==> src/rtl/rx_cmd_ctrl.sv <==
// Byte-stream command decoder: HEADER, addr, data [, csum] -> one register write.
// Optional checksum byte enabled by defining RX_CMD_CHECKSUM_EN.
module rx_cmd_ctrl #(
  parameter logic [7:0]  HEADER       = 8'hA5,
  parameter logic [15:0] TIMEOUT_TICK = 16'd4096
) (
  input  logic       clk,
  input  logic       rst,
  input  logic       i_sample_tick,
  input  logic       i_rx_done_tick,
  input  logic [7:0] i_rx_data,
  output logic       o_wr_en,
  output logic [7:0] o_wr_addr,
  output logic [7:0] o_wr_data,
  output logic       o_busy,
  output logic       o_err_tick,
  output logic [7:0] o_pkt_count
);

  typedef enum logic [2:0] {S_IDLE, S_ADDR, S_DATA, S_CSUM, S_WRITE} state_t;

  localparam logic [15:0] TMO_LAST = TIMEOUT_TICK - 16'd1;

  // Handshake: i_rx_done_tick is a valid-only strobe with no back-pressure;
  // every pulse carries one byte on i_rx_data and is consumed in that cycle.
  state_t      state;
  logic [7:0]  pend_addr;
  logic [15:0] tmo_cnt;

`ifdef RX_CMD_CHECKSUM_EN
  logic [7:0] pend_data;
  logic [7:0] csum_exp;
  assign csum_exp = pend_addr + pend_data;
`endif

  assign o_busy = (state != S_IDLE);

  always_ff @(posedge clk or posedge rst) begin
    if (rst) begin
      state       <= S_IDLE;
      pend_addr   <= '0;
      tmo_cnt     <= '0;
      o_wr_en     <= 1'b0;
      o_wr_addr   <= '0;
      o_wr_data   <= '0;
      o_err_tick  <= 1'b0;
      o_pkt_count <= '0;
`ifdef RX_CMD_CHECKSUM_EN
      pend_data   <= '0;
`endif
    end else begin
      o_wr_en    <= 1'b0;
      o_err_tick <= 1'b0;
      case (state)
        // S_WRITE behaves like S_IDLE so a back-to-back HEADER is not lost
        S_IDLE, S_WRITE: begin
          tmo_cnt <= '0;
          if (i_rx_done_tick && (i_rx_data == HEADER)) state <= S_ADDR;
          else                                          state <= S_IDLE;
        end
        default: begin
          if (i_rx_done_tick) begin
            tmo_cnt <= '0;
            case (state)
              S_ADDR: begin
                pend_addr <= i_rx_data;
                state     <= S_DATA;
              end
`ifdef RX_CMD_CHECKSUM_EN
              S_DATA: begin
                pend_data <= i_rx_data;
                state     <= S_CSUM;
              end
              S_CSUM: begin
                if (i_rx_data == csum_exp) begin
                  o_wr_en     <= 1'b1;
                  o_wr_addr   <= pend_addr;
                  o_wr_data   <= pend_data;
                  o_pkt_count <= o_pkt_count + 8'd1;
                  state       <= S_WRITE;
                end else begin
                  o_err_tick <= 1'b1;
                  pend_addr  <= '0;
                  pend_data  <= '0;
                  state      <= S_IDLE;
                end
              end
`else
              S_DATA: begin
                o_wr_en     <= 1'b1;
                o_wr_addr   <= pend_addr;
                o_wr_data   <= i_rx_data;
                o_pkt_count <= o_pkt_count + 8'd1;
                state       <= S_WRITE;
              end
`endif
              default: state <= S_IDLE;
            endcase
          end else if (i_sample_tick) begin
            // A byte in the same cycle takes priority over the timeout
            if (tmo_cnt == TMO_LAST) begin
              o_err_tick <= 1'b1;
              pend_addr  <= '0;
`ifdef RX_CMD_CHECKSUM_EN
              pend_data  <= '0;
`endif
              tmo_cnt    <= '0;
              state      <= S_IDLE;
            end else begin
              tmo_cnt <= tmo_cnt + 16'd1;
            end
          end
        end
      endcase
    end
  end

endmodule

==> config.mk <==
export PLATFORM = sky130hd
export DESIGN_NAME = rx_cmd_ctrl
export DESIGN_NICKNAME = d
export VERILOG_FILES = /design/src/rtl/rx_cmd_ctrl.sv
export SDC_FILE = /design/constraint.sdc
export NUM_CORES = 1
export LEC_CHECK = 0
export CAP_MARGIN = 40
export CORE_UTILIZATION = 43
export DETAILED_ROUTE_END_ITERATION = 8
export PLACE_DENSITY = 0.72
export SLEW_MARGIN = 15
export SYNTH_ARGS = -nofsm -noshare
export SYNTH_HDL_FRONTEND = slang
export SYNTH_SLANG_ARGS = --single-unit
==> constraint.sdc <==
create_clock -name clk -period 2.2 [get_ports clk]
set_clock_uncertainty 0.15 [all_clocks]
set_input_delay 0.44 -clock clk [delete_from_list [all_inputs] [get_ports clk]]
set_output_delay 0.44 -clock clk [all_outputs]
set_load 0.02 [all_outputs]
==> flow_metrics.tcl <==
set metrics [dict create \
    nFillCells 451 \
    synth_top_area_cell "dfrtp_1" \
    post-route-min-period_ns 2.11 \
    dp_hpwl_mm 3.36 \
    p_per_area_nw_per_um2 561 \
    placed_cells 326 \
    crit_chain "nor2_1 > nand2_1 > clkdlybuf4s50_1" \
    yosysTopAreaCellShare_pct 55.8 \
    hold_depth 1 \
    cts-buffers-inserted 5 \
    fmax_mhz 475 \
    async_flop_share_pct 100 \
    diodes 0 \
    critPathMaxStageDelay_ns 0.55 \
    synth-warning-count 0 \
    syn_nets 223 \
    area_growth_syn_to_layout_pct 28.0 \
    grt_pass1_wl_mm 8.22 \
    p_total_mw 1.70 \
    grt_overflow 0 \
    crit_required_ns 1.61 \
    maxCapViolations 0 \
    ys.flop_type "dfrtp_1" \
    worst_setup_path_start_kind "flip-flop" \
    cts_tree "built" \
    cts_buffer_depth 2 \
    hold_violations 0 \
    tightest_slew_ns 0.318 \
    slew-limit-headroom_pct 78.5 \
    cts_hold_buf 0 \
    dieArea_sq_um 5830 \
    drtIter0Drc 117 \
    antenna_found_initial 0 \
    drc_errors 0 \
    vias 1784 \
    fin_cells 334 \
    root_buffer "clkbuf_8" \
    die_w_um 76.3 \
    grt.total_usage_pct 17.6 \
    fin_tns_setup_ns 0 \
    outcome "finished, final reports clean" \
    worstPathArrival_ns 1.52 \
    crit_path_top_delay_cell "clkdlybuf4s50_1" \
    maxSlewViolCount 0 \
    wl_mm 4.69 \
    wl_per_cell_um 14.0 \
    finalSetupViolCount 0 \
    synth.distinct_cells 40 \
    cts_setup_buffers 0 \
    h-tree-depth 2 \
    reg2reg_depth 4 \
    hp-class "reg -> reg" \
    ys_top_cells_by_area "dfrtp_1 56%, mux2_2 8.1%, xnor2_1 3.3%, o21ai_0 2.7%, a22oi_1 2.5%" \
    chipHeight_um 76.3 \
    power_leakage_nw 1.37 \
    grt_max_degree 54 \
    syn-cell-area_sq_um 2380 \
    gp_congestion 0.824 \
    portBuffers 38 \
    rsz0062_at_grt "false" \
    drive_above_1_share_pct 17.4 \
    fin_nets 277 \
    synth_cells 209 \
    routed_via_density 5.34 \
    postLayoutCellArea_sq_um 3040 \
    io_pins 39 \
    dr.pass1.iters 4 \
    initial_core_util_pct 45.6 \
    min_period_over_period_pct 95.7 \
    synth_edf_count 0 \
    cp-end-kind "output port" \
    peakVddDrop_mv 0.321 \
    ys_ff_latch 53 \
    clkSlewWorstSetupHoldPaths_ns 0.09 \
    core_area_sq_um 5200 \
    ys_seq_area_share_pct 55.8 \
    clkLatencyLatePin_ns 0.30 \
    path_class "reg -> out" \
    place_area_sq_um 2960 \
    first_global_vias 1786 \
    cts.repair.resized 0 \
    clkSinkCount 53 \
    std_cell_rows 26 \
    syn_area_per_cell_sq_um 11.4 \
    antenna_left 0 \
    crit_fanout 6 \
]
==> registers in the layout, summed over array words and instances, names as in the netlist <==
register and flops:
state 3, o_wr_data 8, o_wr_en 1, o_pkt_count 8
tmo_cnt 16, o_wr_addr 8, pend_addr 8, o_err_tick 1
==> power breakdown <==
| part | switching [mW] | internal (mW) | total [mW] |
|---|---|---|---|
| Sequential | 0.0155 | 0.998 | 1.01 |
| Clock | 0.297 | 0.221 | 0.518 |
| Combinational | 0.0841 | 0.0897 | 0.174 |
==> cell usage in the layout, fill, tap and decap left out, types with 3 or more instances in the layout <==
cell and n:
dfrtp_1 53, clkdlybuf4s50_1 38, mux2_2 17, nand2_1 16
buf_4 15, nor2_1 14, o21ai_0 13, xnor2_1 9
nand4_1 8, a22oi_1 8, a21oi_1 7, xor2_1 6
inv_1 5, clkbuf_8 5, or3_1 4, a21o_1 3
o31ai_1 3
==> synthesized netlist by cell type, types with 2 or more instances <==
cell type,n
dfrtp_1,53
nand3_1,2
ha_1,2
or3_1,4
xnor2_1,9
nor4b_1,2
a21oi_1,7
nor2_1,14
buf_2,4
nand2_1,16
o2111ai_1,2
inv_1,6
o21ai_0,13
xor2_1,6
o31ai_1,3
nand4_1,8
and4_1,2
a22oi_1,8
a21o_1,3
nor3_1,2
nor4bb_1,2
clkbuf_1,3
nor2b_1,2
mux2_2,17
or4_1,2
and3_1,2
a211oi_1,2
==> layer usage <==
| metal | routed length (um) | track usage, % | vias up |
|---|---|---|---|
| met2 | 2190 | 27.6 | 35 |
| met5 | 0 | 0 | - |
| met1 | 2260 | 24.1 | 877 |
| met4 | 40 | 5.00 | 0 |
| li1 | - | - | 867 |
| met3 | 206 | 4.67 | 5 |
==> final timing paths <==
kind	from	endpoint	slack, ns
setup / recovery	state[0]	o_busy	0.09
hold / removal	o_pkt_count[7]	o_pkt_count[7]	0.32
setup reg to reg	tmo_cnt[5]	tmo_cnt[15]	0.38
hold reg to reg	o_pkt_count[7]	o_pkt_count[7]	0.32
max in group asynchronous	rst	state[1]	1.31
min in group asynchronous	rst	tmo_cnt[7]	0.35
==> layout make-up <==
class                   instances  area [sq um]  share of cell area, %
flip-flops and latches         53          1330                   43.6
multi-input cells             142           988                   32.5
repair buffers                 55           533                   17.5
well taps                      70          87.6                   2.88
clock buffers                   6          72.6                   2.39
inverters                       6          22.5                  0.741
clock inverters                 2          10.0                  0.329
==> per-stage QoR <==
stage	worst slack (ns)	utilization, %	hold slack, ns
final	0.0946	58.4	0.321
after global routing	0.0392	58.4	0.345
after CTS	0.0974	58.4	0.329
after detailed placement	-0.0142	56.8	0.317
after global placement	-0.0328	56.8	0.310
after floorplan	0.324	-	0.339
==> worst max-delay path, delay by kind of cell (launching register included) <==
family,cells,cell delay [ns]
buf+inv,1,0.55
simple gates,2,0.22
flops,1,0.44
==> kinds of logic after synthesis <==
logic type / share of synthesized area (%)
XOR/XNOR: 5.53
adder cells (fa/ha/maj): 1.05
flip-flops: 55.8
buffers and inverters: 2.58
AND/OR/NAND/NOR: 15.7
AO/OA/AOI/OAI: 11.3
multiplexers: 8.06
(Power assumes the default switching activity.)
